===== src/rtl/tube_scan_ctrl.sv =====
// tube_scan_ctrl
//   Time-multiplexed scan controller for an 8-digit 7-segment tube.
//   A prescaler divides clk into one slot per digit; a 3-bit index walks
//   digits 0..7. The displayed value is swapped only at a frame boundary,
//   so a frame never mixes old and new digits.
// Parameters
//   DIV       clk cycles per digit slot (>= 2)
//   BLANK_LZ  1 = blank leading-zero digits (digit 0 always shown)
// Ports
//   clk, rst_n   clock (rising edge), synchronous active-low reset
//   data_in      32-bit hex value, nibble i -> digit i (digit 0 rightmost)
//   data_we      one-cycle write request for data_in
//   data_ack     one-cycle pulse once the requested value is on display
//   dig_en       per-digit enable, 0 forces the digit dark (sampled live)
//   dp_in        per-digit decimal point, 1 = lit (sampled live)
//   an           anode selects, active-low, at most one low
//   seg          segments {g,f,e,d,c,b,a}, active-low
//   dp           decimal point, active-low
//   frame_done   one-cycle pulse after the end of the digit 7 slot
module tube_scan_ctrl #(
  parameter int DIV      = 100000,
  parameter bit BLANK_LZ = 1'b1
) (
  input  logic        clk,
  input  logic        rst_n,
  input  logic [31:0] data_in,
  input  logic        data_we,
  output logic        data_ack,
  input  logic [7:0]  dig_en,
  input  logic [7:0]  dp_in,
  output logic [7:0]  an,
  output logic [6:0]  seg,
  output logic        dp,
  output logic        frame_done
);

  localparam int PW = $clog2(DIV);
  localparam logic [PW-1:0] PRE_LAST = PW'(DIV - 1);

  logic [PW-1:0] prescaler;
  logic [2:0]    idx;
  logic [31:0]   disp;
  logic [31:0]   shadow;
  logic          pending;

  logic          tick;
  logic          boundary;
  logic [7:0]    upper_zero;
  logic [3:0]    digit;
  logic          dark;
  logic [6:0]    hex_seg;
  logic [7:0]    an_nxt;
  logic [6:0]    seg_nxt;
  logic          dp_nxt;

  assign tick     = (prescaler == PRE_LAST);
  assign boundary = tick && (idx == 3'd7);
  assign digit    = disp[{idx, 2'b00} +: 4];

  // upper_zero[i]: every nibble from digit i upward is zero. Bit 0 stays
  // clear so the rightmost digit is never blanked.
  always_comb begin
    upper_zero = '0;
    for (int unsigned i = 1; i < 8; i++) begin
      upper_zero[i] = ((disp >> (4 * i)) == '0);
    end
  end

  assign dark = !dig_en[idx] || (BLANK_LZ && upper_zero[idx]);

  always_comb begin
    hex_seg = 7'h7F;
    unique case (digit)
      4'h0: hex_seg = 7'h40;
      4'h1: hex_seg = 7'h79;
      4'h2: hex_seg = 7'h24;
      4'h3: hex_seg = 7'h30;
      4'h4: hex_seg = 7'h19;
      4'h5: hex_seg = 7'h12;
      4'h6: hex_seg = 7'h02;
      4'h7: hex_seg = 7'h78;
      4'h8: hex_seg = 7'h00;
      4'h9: hex_seg = 7'h10;
      4'hA: hex_seg = 7'h08;
      4'hB: hex_seg = 7'h03;
      4'hC: hex_seg = 7'h46;
      4'hD: hex_seg = 7'h21;
      4'hE: hex_seg = 7'h06;
      4'hF: hex_seg = 7'h0E;
    endcase
  end

  always_comb begin
    an_nxt  = 8'hFF;
    seg_nxt = 7'h7F;
    dp_nxt  = 1'b1;
    if (!dark) begin
      an_nxt  = ~(8'h01 << idx);
      seg_nxt = hex_seg;
      dp_nxt  = ~dp_in[idx];
    end
  end

  always_ff @(posedge clk) begin
    if (!rst_n) begin
      prescaler  <= '0;
      idx        <= '0;
      disp       <= '0;
      shadow     <= '0;
      pending    <= 1'b0;
      an         <= 8'hFF;
      seg        <= 7'h7F;
      dp         <= 1'b1;
      data_ack   <= 1'b0;
      frame_done <= 1'b0;
    end else begin
      prescaler  <= tick ? '0 : prescaler + PW'(1);
      if (tick) begin
        idx <= idx + 3'd1;
      end
      frame_done <= boundary;
      data_ack   <= 1'b0;
      // A write landing on the boundary cycle bypasses the shadow and is
      // committed directly; it also supersedes any earlier pending write.
      if (boundary) begin
        pending <= 1'b0;
        if (data_we) begin
          disp     <= data_in;
          data_ack <= 1'b1;
        end else if (pending) begin
          disp     <= shadow;
          data_ack <= 1'b1;
        end
      end else if (data_we) begin
        shadow  <= data_in;
        pending <= 1'b1;
      end
      an  <= an_nxt;
      seg <= seg_nxt;
      dp  <= dp_nxt;
    end
  end

endmodule


===== config.mk =====
export PLATFORM = sky130hd
export DESIGN_NAME = tube_scan_ctrl
export DESIGN_NICKNAME = d
export VERILOG_FILES = /design/src/rtl/tube_scan_ctrl.sv
export SDC_FILE = /design/constraint.sdc
export NUM_CORES = 1
export LEC_CHECK = 0
export ABC_AREA = 1
export ABC_CLOCK_PERIOD_IN_PS = 3960
export CORE_MARGIN = 4
export CORE_UTILIZATION = 50
export DETAILED_ROUTE_END_ITERATION = 7
export GPL_TIMING_DRIVEN = 0
export PLACE_DENSITY_LB_ADDON = 0.2
export SLEW_MARGIN = 20
export SYNTH_ARGS = -nofsm -noshare
export SYNTH_HDL_FRONTEND = slang
export SYNTH_SLANG_ARGS = --single-unit

===== constraint.sdc =====
create_clock -name clk -period 3.96 [get_ports clk]
set_input_delay 1.188 -clock clk [delete_from_list [all_inputs] [get_ports clk]]
set_output_delay 1.188 -clock clk [all_outputs]
set_load 0.03 [all_outputs]

==> results.rst <==
.. list-table::
   :header-rows: 1

   * - Metric
     - Value
   * - Count of buffer and inverter cells on the critical path
     - 1
   * - Die outline width
     - 115 µm
   * - Net Count, Synth
     - 889
   * - Power per standard cell area
     - 338 nW/µm²
   * - Count of input and output buffers
     - 66
   * - Max Slew Vio Count
     - 0
   * - Global-route wire length before repair
     - 23800 µm
   * - Slew margin rel.
     - 46.7%
   * - Portion of the clock cycle consumed by the worst path in the final layout
     - 63.8%
   * - Global-route usage over all layers
     - 22.3%
   * - Clk network pwr share
     - 44.6%
   * - Boundary pin count
     - 69
   * - Avg Inst Size Synth
     - 6.99 µm²
   * - Kind of cell adding the most delay to the critical path
     - buffers and inverters
   * - Hold Buf Count CTS
     - 0
   * - Via density
     - 5.11
   * - Final hold viol count
     - 0
   * - Static leakage power
     - 0.00314 µW
   * - Area of the core region
     - 11100 µm²
   * - Number of global-route vias before repair
     - 5074
   * - Antenna-violating nets left
     - 0
   * - Final Net Count
     - 966
   * - Worst setup path category
     - reg2out
   * - Share of power burned in registers
     - 45.9%
   * - Fillers
     - 1064
   * - Inserted Diodes
     - 0
   * - Synth cell types
     - 37
   * - CTS Buffer Depth
     - 2
   * - Share of post-route cells with drive strength above 1
     - 9.70%
   * - Setup slack after placement
     - 1200 ps
   * - Grt total ovfl
     - 0
   * - Net switching share of the total power
     - 22.4%
   * - Type of origin of the critical path
     - register
   * - Number of setup buffers added after CTS
     - 0
   * - Total clock buffers created by CTS
     - 9
   * - Max stage delay on crit path
     - 660 ps
   * - Worst clock skew on the final layout
     - 8.06 ps
   * - Critical path cell sequence
     - clkdlybuf4s50_1
   * - # resized after CTS
     - 0
   * - CTS clk-pin slew, worst paths
     - 70 ps
   * - Avg WL per Cell
     - 13.7 µm
   * - Final-layout setup total negative slack
     - 0 ps
   * - Outcome
     - finished clean
   * - Antenna violations before repair
     - 0
   * - Share of the yosys chip area belonging to registers
     - 35.7%
   * - Top fanout value on the critical path
     - 1
   * - EDFF count, synth
     - 0
   * - TritonCTS clock tree
     - done
   * - RSZ-0062 raised after global routing
     - false
   * - Int Pwr
     - 1830 µW
   * - Transition time at the pin with the least slew margin
     - 799 ps
   * - Type of destination of the critical path
     - output port
   * - Hold/Removal Path Class
     - reg2reg
   * - Final weighted congestion in routability-driven placement
     - 0.923
   * - First-pass iteration count of the detailed router
     - 5
   * - Number of flip-flops and latches in the synthesized netlist
     - 103
   * - Largest net degree at the start of global routing
     - 17
   * - Clk sinks
     - 103
   * - Worst R2R Start
     - idx[0]$_SDFFE_PN0P_
   * - Count of routing violations after the opening detailed-route iteration
     - 406
   * - Number of cell instances on the worst register-to-register path
     - 12
   * - Hold-critical path endpoint
     - prescaler[0]$_SDFF_PP0_
   * - Total Die Area
     - 13300 µm²
   * - Count of warnings emitted by yosys
     - 0
   * - Main synth FF type
     - dfxtp_1
   * - Cell area after technology mapping
     - 5770 µm²
   * - FF-to-FF setup slack
     - 1740 ps
   * - Maximum level of the CTS H-tree
     - 3
   * - Vias post-DR
     - 5353
   * - Clk root buf
     - clkbuf_16
   * - Critical Path AT
     - 1340 ps
   * - Time the final worst path needs with I/O delays and setup
     - 2530 ps
   * - Worst Setup Slack, final
     - 1430 ps
   * - Remaining DRCs
     - 0
   * - Y dimension of the die
     - 115 µm
   * - Worst endpoint required time
     - 2770 ps
   * - Switching power summed over all nets
     - 528 µW
   * - Worst Hold Launch
     - prescaler[0]$_SDFF_PP0_
   * - Clock latency on the worst-skew pair
     - 350 ps
   * - Post-synthesis to final-layout area growth
     - 20.7%
   * - Post-detailed-routing wire length
     - 14300 µm
   * - FFs w/ async S/R, synth
     - 0%
   * - Critical R2R Capture
     - seg[5]$_SDFF_PP1_
   * - Worst hold path cell count
     - 1
   * - Worst voltage drop across the vdd grid
     - 0.230 mV
   * - Starting density of the core
     - 52.1%
   * - Slowest stage cell on the critical path
     - clkdlybuf4s50_1
   * - Site Rows
     - 38
   * - Fmax
     - 0.396 GHz
   * - Comb pwr share
     - 9.4%
   * - Final HPWL from detailed placement
     - 10500 µm
   * - Finish-stage setup viols
     - 0
   * - Cells after Synth
     - 825
   * - Max capacitance violation total
     - 0
power groups by stage:
stage               clock, µW  combinational (µW)  sequential [µW]
floorplan                   0                 122             1110
global placement            0                 219             1100
detailed placement          0                 221             1110
CTS                      1070                 223             1080
global route             1100                 245             1080
finish                   1050                 223             1080
routing by layer:
metal  vias to the layer above  part of all wire (%)  track usage [%]
li1                       2800                     -                -
met1                      2340                    47             29.8
met2                       175                    44             35.5
met3                        38                   6.4             3.55
met4                         0                   3.2             10.5
met5                         -                     0                0
synthesized netlist by cell type (6+ instances only):
cell | instances | area [µm²]
nand4_1 | 38 | 238
clkbuf_1 | 15 | 56.3
a21oi_2 | 27 | 236
nand3_1 | 65 | 325
dfxtp_1 | 103 | 2060
mux2i_1 | 32 | 320
nor2_1 | 101 | 379
a21oi_1 | 22 | 110
buf_2 | 22 | 110
nor3_1 | 6 | 30.0
buf_1 | 8 | 30.0
nand2_1 | 208 | 781
inv_1 | 89 | 334
nand3b_1 | 32 | 240
ha_1 | 13 | 163
o21ai_0 | 7 | 35.0
cell usage in the layout (no fill, tap or decap), types with 8 or more instances in the layout:
cell	n
clkdlybuf4s50_1	66
buf_1	8
nand2_1	208
nand3b_1	32
ha_1	13
dfxtp_1	103
inv_1	89
a21oi_1	22
clkbuf_1	15
clkbuf_16	9
a21oi_2	27
nand3_1	65
nand4_1	38
mux2i_1	32
buf_2	22
nor2_1	101
worst max path at each step:
stage / from / to / slack (ps) / depth (start not counted)
after floorplan: data_we / disp[0]$_SDFFE_PN0P_ / 1700 / 8
final: frame_done$_SDFF_PN0_ / frame_done / 1430 / 1
after global routing: dig_en[1] / seg[5]$_SDFF_PP1_ / 1390 / 9
after CTS: seg[0]$_SDFF_PP1_ / seg[0] / 1410 / 1
after global placement: rst_n / shadow[29]$_SDFFE_PN0P_ / 1230 / 5
after detailed placement: dig_en[1] / seg[0]$_SDFF_PP1_ / 1200 / 9
flip-flops by register name, summed over array words and instances, names as in the netlist:
| register | cells |
|---|---|
| disp | 32 |
| shadow | 32 |
| prescaler | 17 |
| an | 8 |
| seg | 7 |
| idx | 3 |
| data_ack | 1 |
| dp | 1 |
| frame_done | 1 |
| pending | 1 |
kinds of logic after synthesis:
kind of cell | after synthesis | share of synthesized area (%)
AND/OR/NAND/NOR | 466 | 37.4
XOR/XNOR | 4 | 0.607
AO/OA/AOI/OAI | 61 | 7.29
buffers and inverters | 146 | 10.6
multiplexers | 32 | 5.55
flip-flops | 103 | 35.7
adder cells (fa/ha/maj) | 13 | 2.82
per-stage QoR:
| step | std cells | power [µW] | hold slack, ps | cell area (µm²) | util [%] |
|---|---|---|---|---|---|
| finish | 1047 | 2360 | 456 | 6960 | 62.9 |
| detailed placement | 1031 | 1330 | 446 | 6610 | 59.6 |
| CTS | 1047 | 2370 | 456 | 6960 | 62.9 |
| floorplan | 825 | 1230 | 418 | 5770 | - |
| global route | 1047 | 2430 | 491 | 6960 | 62.9 |
| global placement | 1031 | 1320 | 435 | 6610 | 59.6 |
layout make-up:
type / instances / area [µm²] / share of cell area (%)
buffer: 51 / 256 / 3.68
clock buffer: 11 / 253 / 3.63
inverter: 95 / 357 / 5.12
clock inverter: 5 / 104 / 1.49
timing repair buffer: 66 / 661 / 9.49
sequential: 103 / 2060 / 29.6
multi-input combinational: 576 / 3100 / 44.5
tap: 140 / 175 / 2.52
(Power assumes the default switching activity.)
